## src/rtl/ddr3_pkg.sv

```systemverilog
`default_nettype none
// ddr3_pkg: command encodings, beat address step and scheduler state encoding
// shared by the DDR3 burst scheduler and its bench.
package ddr3_pkg;

  localparam logic [2:0] CMD_WRITE      = 3'b000;
  localparam logic [2:0] CMD_READ       = 3'b001;
  localparam int         BEAT_ADDR_STEP = 8;

  typedef enum logic [2:0] {
    ST_WAIT_CAL = 3'd0,
    ST_IDLE     = 3'd1,
    ST_WR_CMD   = 3'd2,
    ST_WR_DATA  = 3'd3,
    ST_RD_CMD   = 3'd4
  } state_e;

endpackage
`default_nettype wire

```

## src/rtl/sync_fifo.sv

```systemverilog
`default_nettype none
// sync_fifo: small single-clock FIFO with show-ahead head output.
// Rev 1.0
module sync_fifo #(
  parameter int WIDTH = 4,
  parameter int DEPTH = 4
) (
  input  logic             axi_clk,
  input  logic             rst_n,
  input  logic             push_i,
  input  logic [WIDTH-1:0] push_data_i,
  input  logic             pop_i,
  output logic [WIDTH-1:0] head_o,
  output logic             full_o,
  output logic             empty_o
);

  localparam int AW = (DEPTH > 1) ? $clog2(DEPTH) : 1;
  localparam int CW = $clog2(DEPTH + 1);

  logic [WIDTH-1:0] mem_q [DEPTH];
  logic [WIDTH-1:0] mem_d [DEPTH];
  logic [AW-1:0]    wr_ptr_q, wr_ptr_d;
  logic [AW-1:0]    rd_ptr_q, rd_ptr_d;
  logic [CW-1:0]    count_q, count_d;
  logic             do_push, do_pop;

  // Pointers wrap explicitly so non-power-of-two depths work.
  function automatic logic [AW-1:0] ptr_inc(input logic [AW-1:0] p);
    return (p == AW'(DEPTH - 1)) ? '0 : p + AW'(1);
  endfunction

  assign full_o  = (count_q == CW'(DEPTH));
  assign empty_o = (count_q == '0);
  assign head_o  = mem_q[rd_ptr_q];
  assign do_push = push_i && !full_o;
  assign do_pop  = pop_i && !empty_o;

  always_comb begin
    mem_d    = mem_q;
    wr_ptr_d = wr_ptr_q;
    rd_ptr_d = rd_ptr_q;
    count_d  = count_q;
    if (do_push) begin
      mem_d[wr_ptr_q] = push_data_i;
      wr_ptr_d        = ptr_inc(wr_ptr_q);
    end
    if (do_pop) begin
      rd_ptr_d = ptr_inc(rd_ptr_q);
    end
    case ({do_push, do_pop})
      2'b10:   count_d = count_q + CW'(1);
      2'b01:   count_d = count_q - CW'(1);
      default: count_d = count_q;
    endcase
  end

  always_ff @(posedge axi_clk) begin
    if (!rst_n) begin
      mem_q    <= '{default: '0};
      wr_ptr_q <= '0;
      rd_ptr_q <= '0;
      count_q  <= '0;
    end else begin
      mem_q    <= mem_d;
      wr_ptr_q <= wr_ptr_d;
      rd_ptr_q <= rd_ptr_d;
      count_q  <= count_d;
    end
  end

endmodule
`default_nettype wire

```

## src/rtl/ddr3_burst_scheduler.sv

```systemverilog
`default_nettype none
// ddr3_burst_scheduler: splits write/read bursts into single BL8 controller
// commands, round-robin arbitrated, with credit-gated reads. Rev 1.0
module ddr3_burst_scheduler
  import ddr3_pkg::*;
#(
  parameter int ADDR_BITS  = 27,
  parameter int RD_CREDITS = 16,
  parameter int TAG_DEPTH  = 4
) (
  input  logic                 axi_clk,
  input  logic                 rst_n,
  input  logic                 calib_i,
  input  logic                 wr_req_valid_i,
  output logic                 wr_req_ready_o,
  input  logic [ADDR_BITS-1:0] wr_req_addr_i,
  input  logic [3:0]           wr_req_len_i,
  input  logic                 s_wdata_tvalid_i,
  output logic                 s_wdata_tready_o,
  input  logic [127:0]         s_wdata_tdata_i,
  input  logic                 rd_req_valid_i,
  output logic                 rd_req_ready_o,
  input  logic [ADDR_BITS-1:0] rd_req_addr_i,
  input  logic [3:0]           rd_req_len_i,
  output logic                 m_rdata_tvalid_o,
  output logic                 m_rdata_tlast_o,
  output logic [127:0]         m_rdata_tdata_o,
  input  logic                 rd_credit_i,
  output logic [2:0]           cmd_o,
  output logic                 cmd_en_o,
  input  logic                 cmd_ready_i,
  output logic [ADDR_BITS-1:0] addr_o,
  output logic [127:0]         wr_data_o,
  output logic                 wr_data_en_o,
  output logic                 wr_data_end_o,
  output logic [15:0]          wr_data_mask_o,
  input  logic                 wr_data_rdy_i,
  input  logic [127:0]         rd_data_i,
  input  logic                 rd_data_valid_i,
  output logic                 busy_o
);

  localparam int CW = $clog2(RD_CREDITS + 1);
  localparam int SW = CW + 1;

  state_e               state_q, state_d;
  logic [ADDR_BITS-1:0] addr_q, addr_d;
  logic [3:0]           beats_left_q, beats_left_d;
  logic                 prefer_rd_q, prefer_rd_d;
  logic [CW-1:0]        credit_q, credit_d;
  logic [SW-1:0]        credit_sum;
  logic [3:0]           ret_cnt_q, ret_cnt_d;
  logic                 rvalid_q, rvalid_d;
  logic                 rlast_q, rlast_d;
  logic [127:0]         rdata_q, rdata_d;

  logic [7:0] rd_need, credit_ext;
  logic       rd_elig, grant_wr, grant_rd;
  logic       tag_full, tag_empty, tag_pop;
  logic [3:0] tag_head;

  assign rd_need    = {4'b0, rd_req_len_i} + 8'd1;
  assign credit_ext = 8'(credit_q);
  assign rd_elig    = rd_req_valid_i && !tag_full && (credit_ext >= rd_need);

  // prefer_rd_q points at the type that wins a tie; it starts on write.
  always_comb begin
    grant_wr = 1'b0;
    grant_rd = 1'b0;
    if (state_q == ST_IDLE) begin
      if (wr_req_valid_i && rd_elig) begin
        grant_rd = prefer_rd_q;
        grant_wr = !prefer_rd_q;
      end else begin
        grant_wr = wr_req_valid_i;
        grant_rd = rd_elig;
      end
    end
  end

  assign wr_req_ready_o = grant_wr;
  assign rd_req_ready_o = grant_rd;
  assign busy_o         = (state_q != ST_IDLE) && (state_q != ST_WAIT_CAL);

  always_comb begin
    state_d          = state_q;
    addr_d           = addr_q;
    beats_left_d     = beats_left_q;
    prefer_rd_d      = prefer_rd_q;
    cmd_o            = 3'b000;
    cmd_en_o         = 1'b0;
    addr_o           = '0;
    s_wdata_tready_o = 1'b0;
    wr_data_o        = '0;
    wr_data_en_o     = 1'b0;
    wr_data_end_o    = 1'b0;
    wr_data_mask_o   = '0;
    case (state_q)
      ST_WAIT_CAL: begin
        if (calib_i) state_d = ST_IDLE;
      end
      ST_IDLE: begin
        if (grant_wr) begin
          addr_d       = wr_req_addr_i;
          beats_left_d = wr_req_len_i;
          prefer_rd_d  = 1'b1;
          state_d      = ST_WR_CMD;
        end else if (grant_rd) begin
          addr_d       = rd_req_addr_i;
          beats_left_d = rd_req_len_i;
          prefer_rd_d  = 1'b0;
          state_d      = ST_RD_CMD;
        end
      end
      ST_WR_CMD: begin
        cmd_en_o = 1'b1;
        cmd_o    = CMD_WRITE;
        addr_o   = addr_q;
        if (cmd_ready_i) state_d = ST_WR_DATA;
      end
      ST_WR_DATA: begin
        s_wdata_tready_o = wr_data_rdy_i;
        wr_data_en_o     = s_wdata_tvalid_i && wr_data_rdy_i;
        wr_data_end_o    = wr_data_en_o;
        wr_data_o        = s_wdata_tdata_i;
        if (wr_data_en_o) begin
          if (beats_left_q == 4'd0) begin
            state_d = ST_IDLE;
          end else begin
            addr_d       = addr_q + ADDR_BITS'(BEAT_ADDR_STEP);
            beats_left_d = beats_left_q - 4'd1;
            state_d      = ST_WR_CMD;
          end
        end
      end
      ST_RD_CMD: begin
        cmd_en_o = 1'b1;
        cmd_o    = CMD_READ;
        addr_o   = addr_q;
        if (cmd_ready_i) begin
          if (beats_left_q == 4'd0) begin
            state_d = ST_IDLE;
          end else begin
            addr_d       = addr_q + ADDR_BITS'(BEAT_ADDR_STEP);
            beats_left_d = beats_left_q - 4'd1;
          end
        end
      end
      default: state_d = ST_WAIT_CAL;
    endcase
  end

  // A grant never exceeds the balance, so the sum cannot underflow.
  always_comb begin
    credit_sum = {1'b0, credit_q} + SW'(rd_credit_i)
                 - (grant_rd ? SW'(rd_need) : SW'(0));
    if (credit_sum > SW'(RD_CREDITS)) credit_d = CW'(RD_CREDITS);
    else                              credit_d = credit_sum[CW-1:0];
  end

  always_comb begin
    rvalid_d  = rd_data_valid_i && !tag_empty;
    rdata_d   = rvalid_d ? rd_data_i : '0;
    rlast_d   = rvalid_d && (ret_cnt_q == tag_head);
    tag_pop   = rlast_d;
    ret_cnt_d = ret_cnt_q;
    if (rvalid_d) ret_cnt_d = rlast_d ? 4'd0 : ret_cnt_q + 4'd1;
  end

  assign m_rdata_tvalid_o = rvalid_q;
  assign m_rdata_tlast_o  = rlast_q;
  assign m_rdata_tdata_o  = rdata_q;

  sync_fifo #(
    .WIDTH (4),
    .DEPTH (TAG_DEPTH)
  ) u_tag_fifo (
    .axi_clk     (axi_clk),
    .rst_n       (rst_n),
    .push_i      (grant_rd),
    .push_data_i (rd_req_len_i),
    .pop_i       (tag_pop),
    .head_o      (tag_head),
    .full_o      (tag_full),
    .empty_o     (tag_empty)
  );

  always_ff @(posedge axi_clk) begin
    if (!rst_n) begin
      state_q      <= ST_WAIT_CAL;
      addr_q       <= '0;
      beats_left_q <= '0;
      prefer_rd_q  <= 1'b0;
      credit_q     <= CW'(RD_CREDITS);
      ret_cnt_q    <= '0;
      rvalid_q     <= 1'b0;
      rlast_q      <= 1'b0;
      rdata_q      <= '0;
    end else begin
      state_q      <= state_d;
      addr_q       <= addr_d;
      beats_left_q <= beats_left_d;
      prefer_rd_q  <= prefer_rd_d;
      credit_q     <= credit_d;
      ret_cnt_q    <= ret_cnt_d;
      rvalid_q     <= rvalid_d;
      rlast_q      <= rlast_d;
      rdata_q      <= rdata_d;
    end
  end

endmodule
`default_nettype wire
```

## config.mk

```make
export PLATFORM = sky130hd
export DESIGN_NAME = ddr3_burst_scheduler
export DESIGN_NICKNAME = d
export VERILOG_FILES = /design/src/rtl/ddr3_pkg.sv /design/src/rtl/sync_fifo.sv /design/src/rtl/ddr3_burst_scheduler.sv
export SDC_FILE = /design/constraint.sdc
export NUM_CORES = 1
export LEC_CHECK = 0
export CORE_AREA = 2 2 246 248
export CTS_CLUSTER_SIZE = 20
export DETAILED_ROUTE_END_ITERATION = 6
export DIE_AREA = 0 0 248 250
export PLACE_DENSITY = 0.52
export RECOVER_POWER = 25
export SLEW_MARGIN = 10
export SYNTH_ARGS = -nofsm -noshare
export SYNTH_HDL_FRONTEND = slang
export SYNTH_HIERARCHICAL = 1
export SYNTH_SLANG_ARGS = --single-unit
```

## constraint.sdc

```tcl
create_clock -name axi_clk -period 6.6 [get_ports axi_clk]
set_input_delay 1.65 -clock axi_clk [delete_from_list [all_inputs] [get_ports axi_clk]]
set_output_delay 1.65 -clock axi_clk [all_outputs]
set_load 0.05 [all_outputs]
```

-- Yosys cells after proc, flatten, opt, wreduce, memory -nomap -nowiden
Index checks and enable logic that the tools add are counted.
- logic and storage cells: 121
- bits in registers: 197
- bits of input ports: 328
- output and inout port bits: 311
- equal/unequal tests: 17
- bitwise logic cells: 3
- muxes and demuxes: 44
- $lt $le $gt $ge: 5
- reductions and logical operators: 26
- $add $sub $neg: 10
- operators with widths (operator ; count):
    $mux 27 ; 6
    $mux 128 ; 1
    $pmux 27 s3 ; 1
    $mux 4 ; 9
    $add 27x4->27 const B ; 1
    $mux 3 ; 7
    $bwmux 16 ; 1
    $pmux 3 s5 ; 1
    $pmux 4 s3 ; 1
    $logic_and 1x1->1 ; 10
    $mux 1 ; 10
    $ne 2x2->1 const B ; 5
    $bmux 4 s2 ; 1
    $demux 4 s2 ; 1
    $add 5x1->6 ; 1
    $eq 2x2->1 const B ; 3
    $eq 3x2->1 const B ; 2
    $eq 3x3->1 const B ; 2
    $ge 3x3->1 const B ; 2
    $gt 6x5->1 const B ; 1
    $logic_not 3->1 ; 2
    $mux 2 ; 3
    $not 2->3 ; 2
    $pmux 3 s2 ; 1
    other kinds (24) ; 31

-- Logic depth before layout (Yosys ltp)
- word-level depth: 11
- mapped depth: 18
- depth with buffers taken out: 18

-- Hierarchy
The synthesis kept the hierarchy.
- modules (own cells, without submodules) (module ; instances ; cells each ; area an instance (um^2) ; seq. area each (um^2)):
    ddr3_burst_scheduler ; 1 ; 912 ; 8105.3 ; 3483.3
    sync_fifo ; 1 ; 118 ; 1178.6 ; 460.4

-- Least setup slack after synthesis
Ideal clock, no wire load.
- path type: input to register
- from: input rd_req_len_i[0]
- to: register credit_q[2]
- buffers on the path: 0
- arrival: 5.378 ns
- required time: 6.464 ns
- path slack: 1.086 ns
- library setup time: 0.136 ns
- stages on the path: 18
- path through: ha_1 > xnor2_1 > ha_1 > a21o_1 > a31oi_1 > o21ai_0 > o211a_1 > and2_1 > ha_1 > inv_1 > ha_1 > fa_1 > a21o_1 > a21o_1 > nand4b_1 > nor2_1 > a311oi_1 > nor2_1
- word-level cells in the longest chain between the ends: 10
- RTL lines (what ; RTL line ; RTL):
    from (decl) ; ddr3_burst_scheduler.sv:24 ; input logic [3:0] rd_req_len_i,
    $add 4x1->5 (*) ; ddr3_burst_scheduler.sv:62 ; assign rd_need = {4'b0, rd_req_len_i} + 8'd1;
    $ge 5x5->1 (*) ; ddr3_burst_scheduler.sv:64 ; assign rd_elig = rd_req_valid_i && !tag_full && (credit_ext >= rd_need);
    $logic_and 1x1->1 (*) ; ddr3_burst_scheduler.sv:64 ;
    $logic_and 1x1->1 ; ddr3_burst_scheduler.sv:71 ; if (wr_req_valid_i && rd_elig) begin
    $mux 1 (*) ; ddr3_burst_scheduler.sv:71 ;
    $mux 1 (*) ; ddr3_burst_scheduler.sv:70 ; if (state_q == ST_IDLE) begin
    via rd_req_ready_o ; ddr3_burst_scheduler.sv:22 ; output logic rd_req_ready_o,
    $mux 5 (*) ; ddr3_burst_scheduler.sv:156 ; - (grant_rd ? SW'(rd_need) : SW'(0));
    $sub 6x5->6 (*) ; ddr3_burst_scheduler.sv:156 ;
    $gt 6x5->1 ; ddr3_burst_scheduler.sv:157 ; if (credit_sum > SW'(RD_CREDITS)) credit_d = CW'(RD_CREDITS);
    $reduce_or 2->1 (no line) ; - ;
    to (signal assigned) ; ddr3_burst_scheduler.sv:194 ; credit_q <= CW'(RD_CREDITS);
    to (signal assigned) ; ddr3_burst_scheduler.sv:204 ; credit_q <= credit_d;
    to (decl) ; ddr3_burst_scheduler.sv:50 ; logic [CW-1:0] credit_q, credit_d;
The timed path passes the listed nets; every way through them passes the cells marked *.
A chain may end at the register's enable or synchronous reset.

-- Final worst setup path
- from: input rd_req_len_i[1]
- to: register credit_q[2]
- word-level cells in the longest chain between the ends: 10
- RTL lines (what ; RTL line):
    $add 4x1->5 (*) ; ddr3_burst_scheduler.sv:62
    $ge 5x5->1 ; ddr3_burst_scheduler.sv:64
    $logic_and 1x1->1 ; ddr3_burst_scheduler.sv:64
    $logic_and 1x1->1 ; ddr3_burst_scheduler.sv:71
    $mux 1 ; ddr3_burst_scheduler.sv:71
    $mux 1 ; ddr3_burst_scheduler.sv:70
    $mux 5 (*) ; ddr3_burst_scheduler.sv:156
    $sub 6x5->6 (*) ; ddr3_burst_scheduler.sv:156
    $gt 6x5->1 ; ddr3_burst_scheduler.sv:157
    $reduce_or 2->1 (no line) ; -
Every way passes the cells marked *; elsewhere a longest branch is shown, timed or not.

==> results.md <==
- PwrDens: 251.3 mW/mm2
- GRT Resource Usage Total: 15.09%
- Multi-input gate area in the final layout: 0.004763 mm2
- GP Congestion: 0.9346
- Post-route minimum period: 5.887 ns
- # setup viols final: 0
- Hold WC Path Type: reg2reg
- Clock transition at the registers of the reported paths: 0.08 ns
- Compound-Gate Fraction of Synth Area: 9.084%
- DRC Markers: 0
- Die Ht: 250 um
- Synth top area cells: dfxtp_1 (42%), and2_1 (11%), and3_1 (9.0%)
- Fin nets: 1,952
- Starting Density: 15.58%
- Largest net degree at the start of global routing: 142
- Global-route wire length before repair: 66,760 um
- Largest family of logic cells by synthesized area: simple AND/OR/NAND/NOR gates
- Post-synthesis adder-cell area fraction: 3.801%
- Drt first pass iters: 5
- Placement row count: 90
- EDFF count, synth: 0
- CTS tree: built
- Synthesized instance count: 1,030
- Avg Cell Area, Syn: 9.013 um2
- FF+latch count, synth: 197
- Post-synth top cells: dfxtp_1 (197), and2_1 (159), and3_1 (133)
- Ys flop type: dfxtp_1
- Initial antenna violation count: 16
- Num CTS Buffers: 17
- Multiplexer share of the synthesized area: 4.164%
- Setup Crit Path Kind: in2reg
- Most frequent cell after synthesis: dfxtp_1
- Layout Skew: 0.008127 ns
- Resized cells post-CTS: 0
- IR drop worst, VDD: 0.2242 mV
- H-tree depth: 4
- Vias/cell: 4.090
- Hold WS: 0.4624 ns
- Ys Warns: 6
- Iter 0 DRT Violations: 434
- Unrepaired setup endpoints after global routing: no
- Hpwl dp: 40,100 um
- Max clock buf depth: 2
- PortBufs: 620
- Vias in the first global route: 9,805
- Final Hold Fails: 0
- Failing checks: capacitance limit, slew limit
- Slew headroom: -49.81%
- Post-synthesis simple-gate area fraction: 32.09%
- Fill cells: 6,255
- Cell Area, Synth: 0.009284 mm2
- Total wire length: 48,590 um
- Status: complete, but fails checks
- Least-Margin Pin Slew: 2.247 ns
- CTS Hold Bufs: 0
- Antenna violation net count after detailed routing: 0
- Die width: 248 um
- Core footprint: 0.05957 mm2
- Kind of end point of the critical path: register
- CTS sink cnt: 197
- Storage cell area: 0.003944 mm2
- Fmax: 169.9 MHz
- Via Count: 9,799
- Synth top area share: 42.48%
- Worst skew pair latency: 0.48 ns
- Synth-to-Final Area Change: 80.26%
- Synth area leader: dfxtp_1
- Area of the die: 0.06200 mm2
- Total grt overflow: 0
- Setup TNS: 0 ns
- Pins Over Slew Limit: 215
- Pwr Total: 4.205 mW
- CP required: 6.95 ns
- Post-synthesis cell type count: 81
- Root buffer cell: clkbuf_16
- DR WL/cell: 20.28 um
- Worst Path Max Fanout: 7
- IO Count: 639
- Sequential area share after synthesis: 42.48%
- MaxCap Viol Count: 3
- Ys async rst share: 0%
- Startpoint types: input port
- Fin crit share: 89.19%
- XOR/XNOR share of the synthesized area: 1.321%
- Postcts setup bufs: 0
- LEAKAGE: 6.545 nW
- Layout cells sized above 1: 5.466%
- Arrival time at the worst endpoint: 6.24 ns
- Util after Layout: 28.09%
report_power, final:
group	switching (mW)	internal, mW	total, mW
clock	0.573	0.552	1.12
sequential	0.140	1.30	1.44
combinational	0.996	0.641	1.64
total	1.71	2.50	4.21
layout by cell type, fill, tap and decap left out, types with 4 or more instances in the layout:
cell / Yosys / routed
a211oi_1: 7 / 7
a21o_1: 6 / 6
a21oi_1: 23 / 23
a311oi_1: 6 / 6
a31o_2: 4 / 4
a31oi_1: 9 / 9
and2_1: 159 / 159
and3_1: 133 / 133
and3_4: 4 / 4
buf_4: 23 / 13
clkbuf_16: 0 / 17
clkdlybuf4s50_1: 0 / 616
clkinv_8: 0 / 5
conb_1: 1 / 18
dfxtp_1: 197 / 197
diode_2: 0 / 4
ha_1: 25 / 25
inv_1: 20 / 20
mux2_2: 5 / 5
mux2i_1: 24 / 24
mux4_2: 4 / 4
nand2_1: 70 / 70
nand2b_1: 7 / 7
nand3_1: 30 / 30
nand4_1: 11 / 11
nor2_1: 36 / 35
nor3_1: 17 / 17
nor4_1: 4 / 4
o211ai_1: 8 / 8
o21ai_0: 25 / 25
o31ai_1: 5 / 5
o32ai_1: 5 / 5
or3_1: 8 / 8
xnor2_1: 9 / 9
xor2_1: 5 / 5
registers in the layout, indices dropped and copies added, names as in the netlist:
register and flops:
addr_q 27, beats_left_q 4, u_tag_fifo/wr_ptr_q 2, credit_q 5
u_tag_fifo/rd_ptr_q 2, m_rdata_tdata_o 128, state_q 3, u_tag_fifo/mem_q 16
ret_cnt_q 4, m_rdata_tvalid_o 1, prefer_rd_q 1, m_rdata_tlast_o 1
u_tag_fifo/count_q 3
final cells by class:
| cell class | count | area share (%) |
|---|---|---|
| timing repair buffer | 635 | 37.80 |
| multi-input combinational | 724 | 28.46 |
| sequential | 197 | 23.57 |
| tap | 782 | 5.847 |
| clock buffer | 17 | 2.542 |
| clock inverter | 15 | 1.226 |
| inverter | 22 | 0.4935 |
| antenna | 4 | 0.05981 |
cells by family (layout without fill, tap and decap cells):
| logic type | count (synthesis) | count (layout) |
|---|---|---|
| simple gates | 511 | 511 |
| flops | 197 | 197 |
| buf+inv | 126 | 689 |
| compound gates | 121 | 121 |
| mux | 33 | 33 |
| fa+ha+maj | 27 | 27 |
| xor+xnor | 14 | 14 |
| other cells | 1 | 22 |
path summary, 6_finish.rpt:
kind	from	to	slack, ns	cells after the start
setup / recovery	rd_req_len_i[1]	credit_q[2]	0.71	19
hold / removal	u_tag_fifo/mem_q[0]	u_tag_fifo/mem_q[0]	0.46	2
setup reg to reg	u_tag_fifo/count_q[2]	credit_q[2]	2.56	17
hold reg to reg	u_tag_fifo/mem_q[0]	u_tag_fifo/mem_q[0]	0.46	2
worst max-delay path: stages:
cell and delay [ns]:
clkdlybuf4s50_1 0.62, ha_1 0.27, xnor2_1 0.16, ha_1 0.28, a21o_1 0.18, a31oi_1 0.33, o21ai_0 0.17, o211a_1 0.27
and2_1 0.21, ha_1 0.26, inv_1 0.04, ha_1 0.20, fa_1 0.41, a21o_1 0.18, a21o_1 0.20, nand4b_1 0.10
nor2_1 0.07, a311oi_1 0.52, nor2_1 0.12
routing by layer:
metal	vias to the layer above	global-route usage, %	wire [um]	part of all wire (%)
met5	-	0	33	0.068
met2	507	28.95	26230	54
met3	77	4.506	3882	8.0
met4	4	7.973	2188	4.5
met1	4565	14.10	16260	33
li1	4646	-	-	-
stage by stage:
| step | setup WS (ns) | instances | area (um2) |
|---|---|---|---|
| after global routing | 0.4565 | 2396 | 16730 |
| after global placement | 0.4432 | 2360 | 16120 |
| after detailed placement | 0.2796 | 2360 | 16120 |
| after floorplan | 1.086 | 1047 | 9348 |
| final | 0.7133 | 2396 | 16730 |
| after CTS | 0.8179 | 2392 | 16750 |
(Power assumes the default switching activity.)
